==> src/rtl/pred_update_queue_if.sv <==
// Handshake bundle for the predictor update queue: push lanes, drain port,
// bypass lookup and status.
interface pred_update_queue_if #(
  parameter int DEPTH          = 32,
  parameter int PUSH_WIDTH     = 2,
  parameter int INDEX_WIDTH    = 10,
  parameter int DATA_WIDTH     = 2,
  parameter int DROP_CNT_WIDTH = 16
);
  logic                              flush;
  logic [PUSH_WIDTH-1:0]             pushValid;
  logic [PUSH_WIDTH*INDEX_WIDTH-1:0] pushIndex;
  logic [PUSH_WIDTH*DATA_WIDTH-1:0]  pushData;
  logic                              pushReady;
  logic                              drainEnable;
  logic                              writeValid;
  logic [INDEX_WIDTH-1:0]            writeIndex;
  logic [DATA_WIDTH-1:0]             writeData;
  logic [INDEX_WIDTH-1:0]            lookupIndex;
  logic                              lookupHit;
  logic [DATA_WIDTH-1:0]             lookupData;
  logic [$clog2(DEPTH+1)-1:0]        count;
  logic [DROP_CNT_WIDTH-1:0]         dropCount;

  modport master (
    output flush, pushValid, pushIndex, pushData, drainEnable, lookupIndex,
    input  pushReady, writeValid, writeIndex, writeData, lookupHit, lookupData,
           count, dropCount
  );

  modport slave (
    input  flush, pushValid, pushIndex, pushData, drainEnable, lookupIndex,
    output pushReady, writeValid, writeIndex, writeData, lookupHit, lookupData,
           count, dropCount
  );
endinterface

==> src/rtl/pred_update_queue.sv <==
// Multi-lane circular update queue feeding a single-ported predictor table,
// with youngest-match bypass lookup and a saturating drop counter.
module pred_update_queue #(
  parameter int DEPTH          = 32,
  parameter int PUSH_WIDTH     = 2,
  parameter int INDEX_WIDTH    = 10,
  parameter int DATA_WIDTH     = 2,
  parameter int DROP_CNT_WIDTH = 16
) (
  input logic              clk,
  input logic              rst,
  pred_update_queue_if.slave bus
);
  localparam int AW  = $clog2(DEPTH);
  localparam int CW  = $clog2(DEPTH + 1);
  localparam int PCW = $clog2(PUSH_WIDTH + 1);

  logic [INDEX_WIDTH-1:0]    mem_index [DEPTH];
  logic [DATA_WIDTH-1:0]     mem_data  [DEPTH];
  logic [AW-1:0]             head;
  logic [AW-1:0]             tail;
  logic [CW-1:0]             count_q;
  logic [DROP_CNT_WIDTH-1:0] drop_q;

  logic [PCW-1:0]            push_cnt;
  logic [AW-1:0]             lane_slot [PUSH_WIDTH];
  logic [CW:0]               free_slots;
  logic                      push_ready;
  logic                      accept;
  logic                      drop;
  logic                      occupied;
  logic                      pop;
  logic [CW-1:0]             acc_cnt;
  logic [DROP_CNT_WIDTH:0]   drop_sum;
  logic                      hit;
  logic [DATA_WIDTH-1:0]     hit_data;

  // Valid lanes are packed densely from tail; each lane's slot is tail plus
  // the number of valid lanes below it.
  always_comb begin
    logic [PCW-1:0] offs;
    offs = '0;
    for (int i = 0; i < PUSH_WIDTH; i++) begin
      lane_slot[i] = tail + AW'(offs);
      if (bus.pushValid[i]) offs = offs + PCW'(1);
    end
    push_cnt = offs;
  end

  assign free_slots = (CW+1)'(DEPTH) - {1'b0, count_q};
  assign push_ready = free_slots >= (CW+1)'(PUSH_WIDTH);
  assign accept     = push_ready & ~bus.flush;
  assign drop       = ~push_ready & ~bus.flush & (|bus.pushValid);
  assign occupied   = (count_q != '0);
  assign pop        = bus.drainEnable & occupied & ~bus.flush;
  assign acc_cnt    = accept ? CW'(push_cnt) : '0;
  assign drop_sum   = {1'b0, drop_q} + (DROP_CNT_WIDTH+1)'(push_cnt);

  always_ff @(posedge clk or negedge rst) begin
    if (!rst) begin
      head    <= '0;
      tail    <= '0;
      count_q <= '0;
    end else if (bus.flush) begin
      head    <= '0;
      tail    <= '0;
      count_q <= '0;
    end else begin
      if (pop)    head <= head + AW'(1);
      if (accept) tail <= tail + AW'(push_cnt);
      count_q <= count_q + acc_cnt - CW'(pop);
    end
  end

  always_ff @(posedge clk or negedge rst) begin
    if (!rst) begin
      drop_q <= '0;
    end else if (drop) begin
      drop_q <= drop_sum[DROP_CNT_WIDTH] ? '1 : drop_sum[DROP_CNT_WIDTH-1:0];
    end
  end

  // Entry storage is deliberately left unreset; occupancy alone qualifies it.
  always_ff @(posedge clk) begin
    for (int i = 0; i < PUSH_WIDTH; i++) begin
      if (accept && bus.pushValid[i]) begin
        mem_index[lane_slot[i]] <= bus.pushIndex[i*INDEX_WIDTH +: INDEX_WIDTH];
        mem_data[lane_slot[i]]  <= bus.pushData[i*DATA_WIDTH +: DATA_WIDTH];
      end
    end
  end

  // Walk oldest to youngest so the last match seen wins.
  always_comb begin
    logic [AW-1:0] slot;
    hit      = 1'b0;
    hit_data = '0;
    slot     = '0;
    for (int k = 0; k < DEPTH; k++) begin
      slot = head + AW'(k);
      if ((CW'(k) < count_q) && (mem_index[slot] == bus.lookupIndex)) begin
        hit      = 1'b1;
        hit_data = mem_data[slot];
      end
    end
  end

  assign bus.pushReady  = push_ready;
  assign bus.writeValid = pop;
  assign bus.writeIndex = occupied ? mem_index[head] : '0;
  assign bus.writeData  = occupied ? mem_data[head] : '0;
  assign bus.lookupHit  = hit;
  assign bus.lookupData = hit_data;
  assign bus.count      = count_q;
  assign bus.dropCount  = drop_q;
endmodule

==> src/flat_wrapper.sv <==
// flat-port wrapper written by rule: the top's interface ports become plain ports
module pred_update_queue_flat 
#(
  parameter int DEPTH          = 32,
  parameter int PUSH_WIDTH     = 2,
  parameter int INDEX_WIDTH    = 10,
  parameter int DATA_WIDTH     = 2,
  parameter int DROP_CNT_WIDTH = 16
)
  (clk, rst, bus_flush, bus_pushValid, bus_pushIndex, bus_pushData, bus_drainEnable, bus_lookupIndex, bus_pushReady, bus_writeValid, bus_writeIndex, bus_writeData, bus_lookupHit, bus_lookupData, bus_count, bus_dropCount);
  pred_update_queue_if #(.DEPTH(DEPTH), .PUSH_WIDTH(PUSH_WIDTH), .INDEX_WIDTH(INDEX_WIDTH), .DATA_WIDTH(DATA_WIDTH), .DROP_CNT_WIDTH(DROP_CNT_WIDTH)) bus_i ();
  input logic clk;
  input logic rst;
  input wire logic [$bits(bus_i.flush)-1:0] bus_flush;
  input wire logic [$bits(bus_i.pushValid)-1:0] bus_pushValid;
  input wire logic [$bits(bus_i.pushIndex)-1:0] bus_pushIndex;
  input wire logic [$bits(bus_i.pushData)-1:0] bus_pushData;
  input wire logic [$bits(bus_i.drainEnable)-1:0] bus_drainEnable;
  input wire logic [$bits(bus_i.lookupIndex)-1:0] bus_lookupIndex;
  output wire logic [$bits(bus_i.pushReady)-1:0] bus_pushReady;
  output wire logic [$bits(bus_i.writeValid)-1:0] bus_writeValid;
  output wire logic [$bits(bus_i.writeIndex)-1:0] bus_writeIndex;
  output wire logic [$bits(bus_i.writeData)-1:0] bus_writeData;
  output wire logic [$bits(bus_i.lookupHit)-1:0] bus_lookupHit;
  output wire logic [$bits(bus_i.lookupData)-1:0] bus_lookupData;
  output wire logic [$bits(bus_i.count)-1:0] bus_count;
  output wire logic [$bits(bus_i.dropCount)-1:0] bus_dropCount;
  assign bus_i.flush = bus_flush;
  assign bus_i.pushValid = bus_pushValid;
  assign bus_i.pushIndex = bus_pushIndex;
  assign bus_i.pushData = bus_pushData;
  assign bus_i.drainEnable = bus_drainEnable;
  assign bus_i.lookupIndex = bus_lookupIndex;
  assign bus_pushReady = bus_i.pushReady;
  assign bus_writeValid = bus_i.writeValid;
  assign bus_writeIndex = bus_i.writeIndex;
  assign bus_writeData = bus_i.writeData;
  assign bus_lookupHit = bus_i.lookupHit;
  assign bus_lookupData = bus_i.lookupData;
  assign bus_count = bus_i.count;
  assign bus_dropCount = bus_i.dropCount;
  pred_update_queue #(.DEPTH(DEPTH), .PUSH_WIDTH(PUSH_WIDTH), .INDEX_WIDTH(INDEX_WIDTH), .DATA_WIDTH(DATA_WIDTH), .DROP_CNT_WIDTH(DROP_CNT_WIDTH)) u_core (.clk(clk), .rst(rst), .bus(bus_i));
endmodule
==> config.mk <==
export PLATFORM = sky130hd
export DESIGN_NAME = pred_update_queue_flat
export DESIGN_NICKNAME = d
export VERILOG_FILES = /design/src/rtl/pred_update_queue_if.sv /design/src/rtl/pred_update_queue.sv /design/src/flat_wrapper.sv
export SDC_FILE = /design/constraint.sdc
export NUM_CORES = 2
export LEC_CHECK = 0
export ABC_AREA = 0
export CAP_MARGIN = 20
export CORE_UTILIZATION = 50
export DETAILED_ROUTE_END_ITERATION = 8
export MAX_ROUTING_LAYER = met4
export PLACE_DENSITY_LB_ADDON = 0.12
export SLEW_MARGIN = 20
export SYNTH_ARGS = -nofsm -noshare
export SYNTH_HDL_FRONTEND = slang
export SYNTH_SLANG_ARGS = --single-unit
==> constraint.sdc <==
create_clock -name clk -period 7.5 [get_ports clk]
set_input_delay 1.125 -clock clk [delete_from_list [all_inputs] [get_ports clk]]
set_output_delay 1.125 -clock clk [all_outputs]
set_load 0.05 [all_outputs]
==> flow_summary_export.csv <==
group,metric,value,unit
sta,fin_crit_sh,1.002,
floorplanning,row_count,121,
yosys,syn_area,0.05481,mm^2
yosys,synth-seq-cells,416,
critical_path,critPathArrivalTime,6.39,ns
finish,layout_common_cells,"700 x mux4_2, 557 x mux2i_1, 434 x mux2_2",
global_routing,antenna_found_initial,6,
yosys,synth_top_area_frac,0.2876,
detailed_routing,totalWireLength,290800,um
sta,skew,0.03220,ns
sta,final_max_slew_viol_count,0,
worst_hold_path,hold_path.class,"register to register",
critical_path,startpoint,"u_core.head[3]",
critical_path,worstSetupPathType,"register to output pin",
sta,finalSetupViolCount,1,
worst_hold_path,hold_path_startpoint,"u_core.bus.dropCount[12]",
cts,h-tree-depth,2,
floorplanning,die_x,333.1,um
floorplanning,die_area,0.1109,mm^2
sta,clock.fmax,133.0,MHz
detailed_routing,firstDrtPassIters,9,
yosys,synth_cell_types,116,
placement,gp_congestion,1.133,
power_and_ir_drop,switching_share,0.5307,
yosys,syn_nets,4803,
cts,clk_latency,0.63,ns
yosys,yosysTopAreaCell,"mux4_2",
global_routing,grt_pass1_wl,386600,um
worst_hold_path,hold_depth,1,
sta,hold_viol_final,0,
detailed_routing,avgRoutedWirePerCell,47.39,um
finish,drive_above_1_share,0.3561,
floorplanning,start_util,0.5042,
floorplanning,ios,79,
floorplanning,die_h,333.1,um
global_routing,grt_pass1_vias,44560,
outcome,violations,"negative setup slack",
detailed_routing,vias,49600,
detailed_routing,avgViaCountPerCell,8.082,
power_and_ir_drop,power,22.18,mW
power_and_ir_drop,comb_power_share,0.773,
power_and_ir_drop,p_clk_frac,0.098,
detailed_routing,drc,0,
cts,cts_hold_buffers,0,
yosys,synth-edff-count,384,
finish,syn_to_final_growth,8.677,%
detailed_routing,drt_iter0_drc,8822,
power_and_ir_drop,p_leak,19.90,nW
flow_run,cap_viol_max_count,0,
cts,cts_buffers,45,
power_and_ir_drop,irDropWorstVdd,0.2230,mV
global_routing,grt_start_max_net_pins,149,
sta,worst_pin_slew,1.327,ns
yosys,ys_seq_area_frac,0.2250,
cts,ctsRootBufferMaster,"clkbuf_16",
critical_path,end_kind,"output pin",
outcome,run_status,"finished, violations left",
sta,fin_crit,7.516,ns
yosys,synthCells,4722,
critical_path,crit_path_start_kind,"register",
power_and_ir_drop,seqPwrFrac,0.130,
cts,cts_tree,"done",
yosys,syn_avg_cell_area,11.61,um^2
critical_path,cp.required,6.38,ns
power_and_ir_drop,powerDensity,372.3,mW/mm^2
sta,rsz0062_at_grt,"false",
placement,dp_hpwl,224200,um
yosys,synthArstFlopShare,0.07692,
finish,design_area,0.05957,mm^2
cts,cts.clk_slew.worst_paths,0.07,ns
global_routing,gr-total-overflow,0,
cts,cts_sinks,416,
cts,cts_buffer_depth,3,
power_and_ir_drop,intPower,10.41,mW
yosys,yosysWarnings,0,
placement,portBuffers,78,
critical_path,timing.rr.start,"u_core.bus.count[3]",
critical_path,reg2reg_depth,12,
floorplanning,core,0.1087,mm^2
power_and_ir_drop,switchingPower,11.77,mW
yosys,synth_area_leaders,"mux4_2 29%, edfxtp_1 21%, mux2i_1 10%",
critical_path,crit_fanout,84,
yosys,yosys_most_used_dff,"edfxtp_1",
global_routing,track_usage,0.5270,
placement,placed_area,0.05753,mm^2
finish,fin_nets,4761,
finish,final_common_cell,"mux4_2",
detailed_routing,detail-route-antenna-nets,0,
sta,relSlewSlack,0.1131,
sta,worst_slack,-0.01639,ns
[metrics by stage]
step	setup TNS (ns)	cells	hold WS (ns)	util	worst slack [ns]
3_5_place_dp	-0.08799	6001	0.5462	0.5293	-0.08799
2_1_floorplan	0	4722	0.5968	-	0.05875
3_3_place_gp	-0.1134	6001	0.5218	0.5291	-0.1103
5_1_grt	0	6128	0.5932	0.5478	0.02209
6_report	-0.01639	6137	0.5630	0.5480	-0.01639
4_1_cts	0	6086	0.5608	0.5434	0.03564
[worst paths after layout]
| kind | to | slack [ns] |
|---|---|---|
| min in group asynchronous | u_core.tail[4] | 0.61 |
| hold / removal | u_core.bus.dropCount[12] | 0.56 |
| max in group asynchronous | u_core.head[0] | 6.16 |
| hold reg to reg | u_core.bus.dropCount[12] | 0.56 |
| setup reg to reg | u_core.mem_data[11][0] | 1.52 |
| setup / recovery | bus_lookupData[1] | -0.02 |
[Yosys cell counts, drive strengths merged, types with 7 or more instances]
library cell	number
inv	40
o211ai	27
nand2	394
nand3	105
and3	29
edfxtp	384
and2	40
nor2b	29
o221ai	7
a21o	10
a2111oi	14
nor3	56
buf	274
dfrtp	32
a21oi	117
clkbuf	199
a31oi	20
o31ai	9
xnor2	310
or2	9
nor4	34
o21bai	19
o21ai	149
a32oi	20
mux4	702
ha	38
o2111ai	7
nand4	62
o21a	7
a211oi	23
mux2i	560
a22o	13
o22ai	55
mux2	434
or3	21
xor2	73
nand2b	17
a22oi	73
a221oi	14
nor2	191
o32ai	7
[per-layer routing]
| layer | vias up | track usage | part of all wire |
|---|---|---|---|
| met5 | - | - | 0 |
| met4 | 0 | 0.3040 | 0.075 |
| met3 | 995 | 0.2257 | 0.16 |
| met2 | 4555 | 0.7078 | 0.41 |
| met1 | 25220 | 0.6572 | 0.35 |
| li1 | 18830 | - | - |
[sequential cells by signal, indices dropped and copies added, names as in the netlist]
register and count:
u_core.mem_index 320, u_core.bus.count 6, u_core.tail 5, u_core.mem_data 64, u_core.head 5, u_core.bus.dropCount 16
[repair_timing]
item                                    in CTS  in global routing
gates resized for setup                     12                 21
setup buffers                                8                 33
endpoints found under the setup margin       3                  2
pin swaps                                    2                  6
endpoints found under the hold margin        0                  0
gates cloned                                 0                  2
[cell type report]
cell class	count	area, um^2
inverter	43	166.4
timing repair buffer	383	3513
antenna	13	32.53
multi-input combinational	3791	40360
clock buffer	48	1159
tap	1414	1769
clock inverter	29	220.2
fill	9444	49140
sequential	416	12350
[worst max-delay path, stage by stage (launching register included)]
cell and delay [ns]:
dfrtp_4 0.55, buf_12 0.21, nor2_1 1.07, a22o_1 0.31, o21ai_0 0.08, a31oi_1 0.30
xnor2_1 0.38, nand4_1 0.31, or4_1 0.96, nor2b_1 0.25, a2111oi_0 0.09, or4b_1 0.57
o21ai_2 0.21, a221oi_4 0.11, buf_12 0.18
[logic make-up (layout without fill, tap and decap cells)]
kind of cell | count (synthesis) | in the layout | share of synthesized area
other | 0 | 13 | 0
adder cells (fa/ha/maj) | 41 | 41 | 0.009770
multiplexers | 1696 | 1696 | 0.4803
AO/OA/AOI/OAI | 647 | 647 | 0.08134
buffers and inverters | 516 | 503 | 0.05093
AND/OR/NAND/NOR | 1023 | 1023 | 0.09001
flip-flops | 416 | 416 | 0.2250
XOR/XNOR | 383 | 384 | 0.06271
[power by group through the flow]
stage	registers [mW]	logic, mW	clock network [mW]
finish	2.88	17.1	2.16
global route	2.88	17.4	2.24
global placement	2.90	16.0	0
detailed placement	2.91	16.1	0
CTS	2.86	16.2	2.18
floorplan	2.85	10.6	0
Note: power is estimated with default switching activity, not from simulation.
